<file path="config.mk">
export PLATFORM = sky130hd
export DESIGN_NAME = oscillator
export DESIGN_NICKNAME = d
export VERILOG_FILES = /design/src/rtl/oscillator.sv
export SDC_FILE = /design/constraint.sdc
export NUM_CORES = 1
export LEC_CHECK = 0
export BUFFER_PORTS_ARGS = -buffer_cell sky130_fd_sc_hd__clkbuf_2
export CORE_ASPECT_RATIO = 0.5
export CORE_MARGIN = 2
export CORE_UTILIZATION = 55
export CTS_BUF_LIST = sky130_fd_sc_hd__clkbuf_4
export DETAILED_ROUTE_END_ITERATION = 7
export MAX_ROUTING_LAYER = met4
export PLACE_DENSITY = 0.68
export RECOVER_POWER = 25
export SLEW_MARGIN = 10
export SYNTH_ARGS = -nofsm -noshare
export SYNTH_HDL_FRONTEND = slang
export SYNTH_SLANG_ARGS = --single-unit
</file>
<file path="constraint.sdc">
create_clock -name clk -period 7.8 [get_ports clk]
set_clock_uncertainty 0.15 [all_clocks]
set_input_delay 0.78 -clock clk [delete_from_list [all_inputs] [get_ports clk]]
set_output_delay 0.78 -clock clk [all_outputs]
set_load 0.05 [all_outputs]
</file>
<file path="src/rtl/oscillator.sv">
// Tone generator timebase: divides clk down to a sample tick at STEPS x the
// requested note frequency, and advances a phase counter on each tick whose
// MSB is the square-wave tone output.
module oscillator #(
  parameter int unsigned CLK_HZ = 10_000_000,
  parameter int unsigned STEPS  = 256
) (
  input  logic       clk,
  input  logic       nRst,
  input  logic [8:0] freq,
  input  logic       playSound,
  output logic       at_max,
  output logic       state
);

  localparam int unsigned PW = $clog2(STEPS);

  // Tone output levels
  localparam logic OFF = 1'b0;
  localparam logic ON  = 1'b1;

  logic [31:0]   divisor;
  logic [15:0]   max_count;
  logic [15:0]   cnt_q, cnt_d;
  logic [PW-1:0] phase_q, phase_d;
  logic          at_max_q, at_max_d;
  logic          run;
  logic          wrap;

  // Terminal count for the divider; freq == 0 is silent, so the divide is guarded.
  always_comb begin
    divisor   = 32'(STEPS) * 32'(freq);
    max_count = '0;
    if (freq != '0) begin
      max_count = 16'(CLK_HZ / divisor);
    end
  end

  // Next-state logic: idle clears everything, otherwise count and wrap.
  // The >= compare makes a frequency change that lands below the current
  // count wrap on the next edge instead of running the counter around.
  always_comb begin
    run      = playSound && (freq != '0);
    wrap     = (cnt_q >= max_count);
    cnt_d    = '0;
    phase_d  = '0;
    at_max_d = 1'b0;
    if (run) begin
      if (wrap) begin
        cnt_d    = '0;
        at_max_d = 1'b1;
        phase_d  = phase_q + 1'b1;
      end else begin
        cnt_d    = cnt_q + 16'd1;
        at_max_d = 1'b0;
        phase_d  = phase_q;
      end
    end
  end

  // State registers with asynchronous active-low reset.
  always_ff @(posedge clk or negedge nRst) begin
    if (!nRst) begin
      cnt_q    <= '0;
      phase_q  <= '0;
      at_max_q <= 1'b0;
    end else begin
      cnt_q    <= cnt_d;
      phase_q  <= phase_d;
      at_max_q <= at_max_d;
    end
  end

  assign at_max = at_max_q;
  assign state  = phase_q[PW-1] ? ON : OFF;

endmodule

</file>
==> results of run 1 <==
metal layers:
layer | GRT usage (%) | overflow
met1 | 94.1 | 81
met2 | 109 | 563
met3 | 90.4 | 68
met4 | 100 | 233
met5 | - | -
through the flow:
stage               hold slack [ns]  cells
floorplan                     0.334   1988
global placement              0.376   3099
detailed placement            0.386   3099
CTS                           0.307   3273
cell families after synthesis:
logic type | count (synthesis) | share of synthesized area, %
AND/OR/NAND/NOR | 774 | 28.2
AO/OA/AOI/OAI | 674 | 32.9
other | 1 | 0.0265
buffers and inverters | 128 | 3.91
multiplexers | 72 | 5.84
flip-flops | 25 | 4.42
adder cells (fa/ha/maj) | 183 | 16.5
XOR/XNOR | 131 | 8.15
cell usage after synthesis (all sizes together), types with 7 or more instances:
master	instances	area share, %
a211o	8	0.49
a211oi	25	1.4
a21boi	8	0.42
a21o	68	3.6
a21oi	160	5.7
a22oi	9	0.51
a31o	10	0.62
a31oi	26	1.1
and2	29	1.3
and3	25	1.1
buf	26	1.2
clkbuf	30	0.79
dfrtp	25	4.4
fa	7	0.99
ha	176	16
inv	71	1.9
mux2	43	3.5
mux2i	29	2.4
nand2	143	3.8
nand2b	53	2.4
nand3	58	2.0
nand4	25	1.1
nor2	230	6.1
nor2b	42	1.9
nor3	68	2.6
nor3b	9	0.56
nor4	17	1.1
o211a	8	0.57
o211ai	21	1.2
o21a	53	2.8
o21ai	126	4.5
o21bai	11	0.58
o22ai	8	0.35
o311ai	9	0.68
o31a	7	0.43
o31ai	32	1.8
or2	24	1.1
or3	19	0.94
or4	13	0.74
xnor2	73	4.6
xor2	58	3.6
timing repair:
item,4_1_cts
pin swaps,136
hold buffers,0
buffers inserted,168
gates cloned,2
gates resized for setup,130
setup endpoints to repair,25
==> impl_metrics.yaml, run 1 <==
clock_network:
  cts_sinks: 25
  max-clock-path-buffers: 2
  cts-buffers-inserted: 3
  cts.root.buffer_cell: "clkbuf_4"
  htreeDepth: 1
place:
  placement.setup.worst_slack_ns: -38.59
  place.gp.congestion: 1.02
  dp_hpwl_mm: 42.5
  placed_cell_area_um2: 21100
  io_buffers: 13
yosys:
  synthesized_cell_area_um2: 14200
  synthesis.yosys.warnings: 0
  synth_ff_type: "dfrtp_1"
  async_flop_share_pct: 100
  synth.ff_latch_count: 25
  yosysUniqueCellTypes: 123
  syn-num-nets: 2183
  synth_sequential_area_ratio_pct: 4.42
  synth-edff-count: 0
  syn_area_per_cell_um2: 7.13
  synth_cells: 1988
status:
  failed_stage: "global routing (5_1_grt)"
  outcome: "stopped before the end"
  tool.error: "[ERROR GRT-0232] Routing congestion too high. Check the congestion heatmap in the GUI."
global_routing:
  grt.total_usage_pct: 98.2
  maximum_number_of_pins_on_one_net_before_global_route_repair: 31
  globalRoute.totalOverflow: 945
sta:
  timing.repair.worst_endpoint_type: "register input"
  worstEndpointGrtRepair: "phase_q[7]$_DFFE_PN0P_/D"
floorplan:
  dieWidth_um: 231
  initial_utilization_pct: 56.1
  io-pin-count: 14
  die_y_um: 117
  core.rowCount: 41
==> inputs of run 2 (changes only) <==
Settings changed: CORE_ASPECT_RATIO 0.5 to unset, CORE_UTILIZATION 55 to 40, CTS_BUF_LIST sky130_fd_sc_hd__clkbuf_4 to unset, MAX_ROUTING_LAYER met4 to unset, PLACE_DENSITY 0.68 to unset, PLACE_DENSITY_LB_ADDON set to 0.15.
==> impl_metrics.yaml, run 2 <==
status:
  outcome: "finished with violations"
  failed_checks: "setup timing"
yosys:
  adder_and_majority_gate_portion_of_the_synthesized_area_pct: 16.5
  synth.ff_latch_count: 25
  async_flop_share_pct: 100
  yosysUniqueCellTypes: 123
  synth-edff-count: 0
  syn-num-nets: 2183
  synth_simple_gate_area_share_pct: 28.2
  synth_sequential_area_ratio_pct: 4.42
  post_synth_mux_area_share_pct: 5.84
  yosys.area.top_type: "ha_1"
  synth_ff_type: "dfrtp_1"
  xor_and_xnor_fraction_of_the_mapped_netlist_area_pct: 8.15
  synth_compound_gate_area_share_pct: 32.9
  synth_cells: 1988
  synth_top_family_by_area: "compound AO/OA/AOI/OAI gates"
  synthTopCellsByArea: "ha_1, nor2_1, a21oi_1"
  syn_area_per_cell_um2: 7.13
  yosys.area.top_type_share_pct: 15.5
  synthesized_cell_area_um2: 14200
  post-synth-top-count-cell: "nor2_1"
  synth.top_cells.by_count: "nor2_1, ha_1, a21oi_1"
  synthesis.yosys.warnings: 0
routing:
  first_pass_iters: 5
  postRouteWirelength_mm: 63.4
  remaining_drc_errors: 0
  drt-initial-drc-count: 1300
  detail_route.wl_per_cell_um: 17.8
  route.vias.total: 20300
  antenna_left: 0
  post_detailed_route_via_to_cell_ratio: 5.71
clock_network:
  cts_sinks: 25
  clkLatencyLatePin_ns: 0.26
  htreeDepth: 1
  cts_tree: "yes"
  cts.reportedPaths.clkPinSlew_ns: 0.07
  hold_buffer_count_at_cts: 0
  cts-buffers-inserted: 3
  max-clock-path-buffers: 2
  cts.root.buffer_cell: "clkbuf_16"
floorplan:
  design.core.area_um2: 34700
  io-pin-count: 14
  dieWidth_um: 192
  initial_utilization_pct: 40.8
  design.die.area_um2: 36900
  core.rowCount: 68
  die_y_um: 192
place:
  place.gp.congestion: 0.954
  dp_hpwl_mm: 43.8
  io_buffers: 13
worst_setup_path:
  cp-end-kind: "register"
  setup.reg_to_reg.worst_slack_ns: 3.94
  reg2reg_from: "cnt_q[0]"
  crit_path_max_fanout: 7
  number_of_cells_on_the_worst_reg_to_reg_path: 27
  critical_path_required_ns: 7.79
  timing.critical_path.mode_cell: "a21o_1"
  r2r_end: "phase_q[7]"
  timing.critical_path.from_type: "input port"
  critical_path_arrival_ns: 45.54
  crit_type: "input port to register"
  cpMaxStageDelayCell: "or4_4"
  timing.critical_path.slowest_cell_delay_ns: 0.55
global_routing:
  grt.total_usage_pct: 32.5
  first_global_vias: 20400
  grt_pass1_wl_mm: 98.3
  maximum_number_of_pins_on_one_net_before_global_route_repair: 52
  globalRoute.totalOverflow: 0
  initial_antenna_violation_count: 0
sta:
  slew_headroom_pct: 12.8
  timing_worst_slew_pin_value_ns: 1.31
  slew_limit_fails: 0
  timing_hold_violations_final: 0
  finalWorstPathRequiredPeriod_ns: 45.55
  finalCritPeriodShare_pct: 584
  unrepaired_setup_endpoints_after_global_routing: "true"
  layout_setup_ws_ns: -37.75
  setup_viol_count_final: 25
  maxClockFrequency_ghz: 0.0220
final_layout:
  finalCoreUtilization_pct: 72.6
  n_antenna_cell: 0
  final_layout_size_suffix_gt1_share_pct: 50.6
  final_cell_mix: "buf_4, nor2_1, ha_1, nand2_1, a21oi_1"
  mostFrequentLayoutCell: "buf_4"
  largest_reg_flops: 16
  syn_to_final_growth_pct: 77.8
  num-nets-final: 3301
  registers.top_by_ff_count: "cnt_q"
run:
  max_cap_violation_count: 0
worst_hold_path:
  holdCritPathClass: "register to register"
  worstHoldPathCells: 2
  hold_path.startpoint: "phase_q[6]"
  hold_path_end: "phase_q[6]"
==> run 2: cell counts after synthesis <==
Identical to the previous run, type by type.
==> run 2: stage by stage <==
stage / cells / worst slack, ns / setup TNS (ns) / hold slack, ns / area, um^2
finish: 3560 / -37.75 / -941.25 / 0.415 / 25200
global route: 3560 / -39.99 / -997.02 / 0.456 / 25200
CTS: 3506 / -35.93 / -894.97 / 0.396 / 24200
detailed placement: 3245 / -38.11 / -949.77 / 0.406 / 21500
global placement: 3245 / -36.94 / -920.51 / 0.383 / 21500
floorplan: 1988 / -39.95 / -993.02 / 0.334 / 15100
==> run 2: critical path: cells and delay by family <==
family	cells	cell delay, ns
adders and majority gates	25	7.03
muxes	7	2.03
AOI/OAI and AO/OA	127	19.74
xor gates and xnor gates	4	0.63
and+or+nand+nor	92	13.87
buffers and inverters	12	1.27
==> run 2: timing repair <==
action	4_1_cts	5_1_grt
resized for setup	136	128
endpoints found under the setup margin	25	25
gates cloned	2	0
setup buffers	255	55
pin swaps	96	121
==> run 2: cell families (layout without fill, tap and decap cells) <==
group | count (synthesis) | count (layout)
DFF | 25 | 25
xor gates and xnor gates | 131 | 131
other | 1 | 1
adders and majority gates | 183 | 183
AOI/OAI and AO/OA | 674 | 674
and+or+nand+nor | 774 | 776
buffers and inverters | 128 | 1243
muxes | 72 | 72
==> run 2: worst max path at each step <==
stage,cells after the start,from,slack (ns),endpoint
5_1_grt,274,freq[7],-39.99,phase_q[6]
2_1_floorplan,295,freq[8],-39.95,phase_q[7]
6_report,267,freq[7],-37.75,phase_q[7]
3_3_place_gp,263,freq[6],-36.94,phase_q[7]
3_5_place_dp,266,freq[1],-38.11,phase_q[6]
4_1_cts,266,freq[1],-35.93,phase_q[7]
==> run 2: cell type report <==
type                       instances  area (um^2)
tap                              455          569
sequential                        25          626
clock buffer                       3         75.1
fill                            2592         9520
clock inverter                     1         7.51
multi-input combinational       1837        14800
inverter                          72          277
timing repair buffer            1167         8820
==> run 2: layer usage <==
metal / routed length [um] / up-vias / part of all wire [%] / global-route usage [%]
li1: - / 9722 / - / -
met1: 27600 / 9591 / 44 / 40.9
met2: 29100 / 765 / 46 / 55.9
met3: 3600 / 241 / 5.7 / 3.23
met4: 3030 / 0 / 4.8 / 14.1
met5: 0 / - / 0 / 0
Power of run 2 is not shown: default switching activity piles up to over one toggle a cycle in this logic, so the estimate is an artifact.
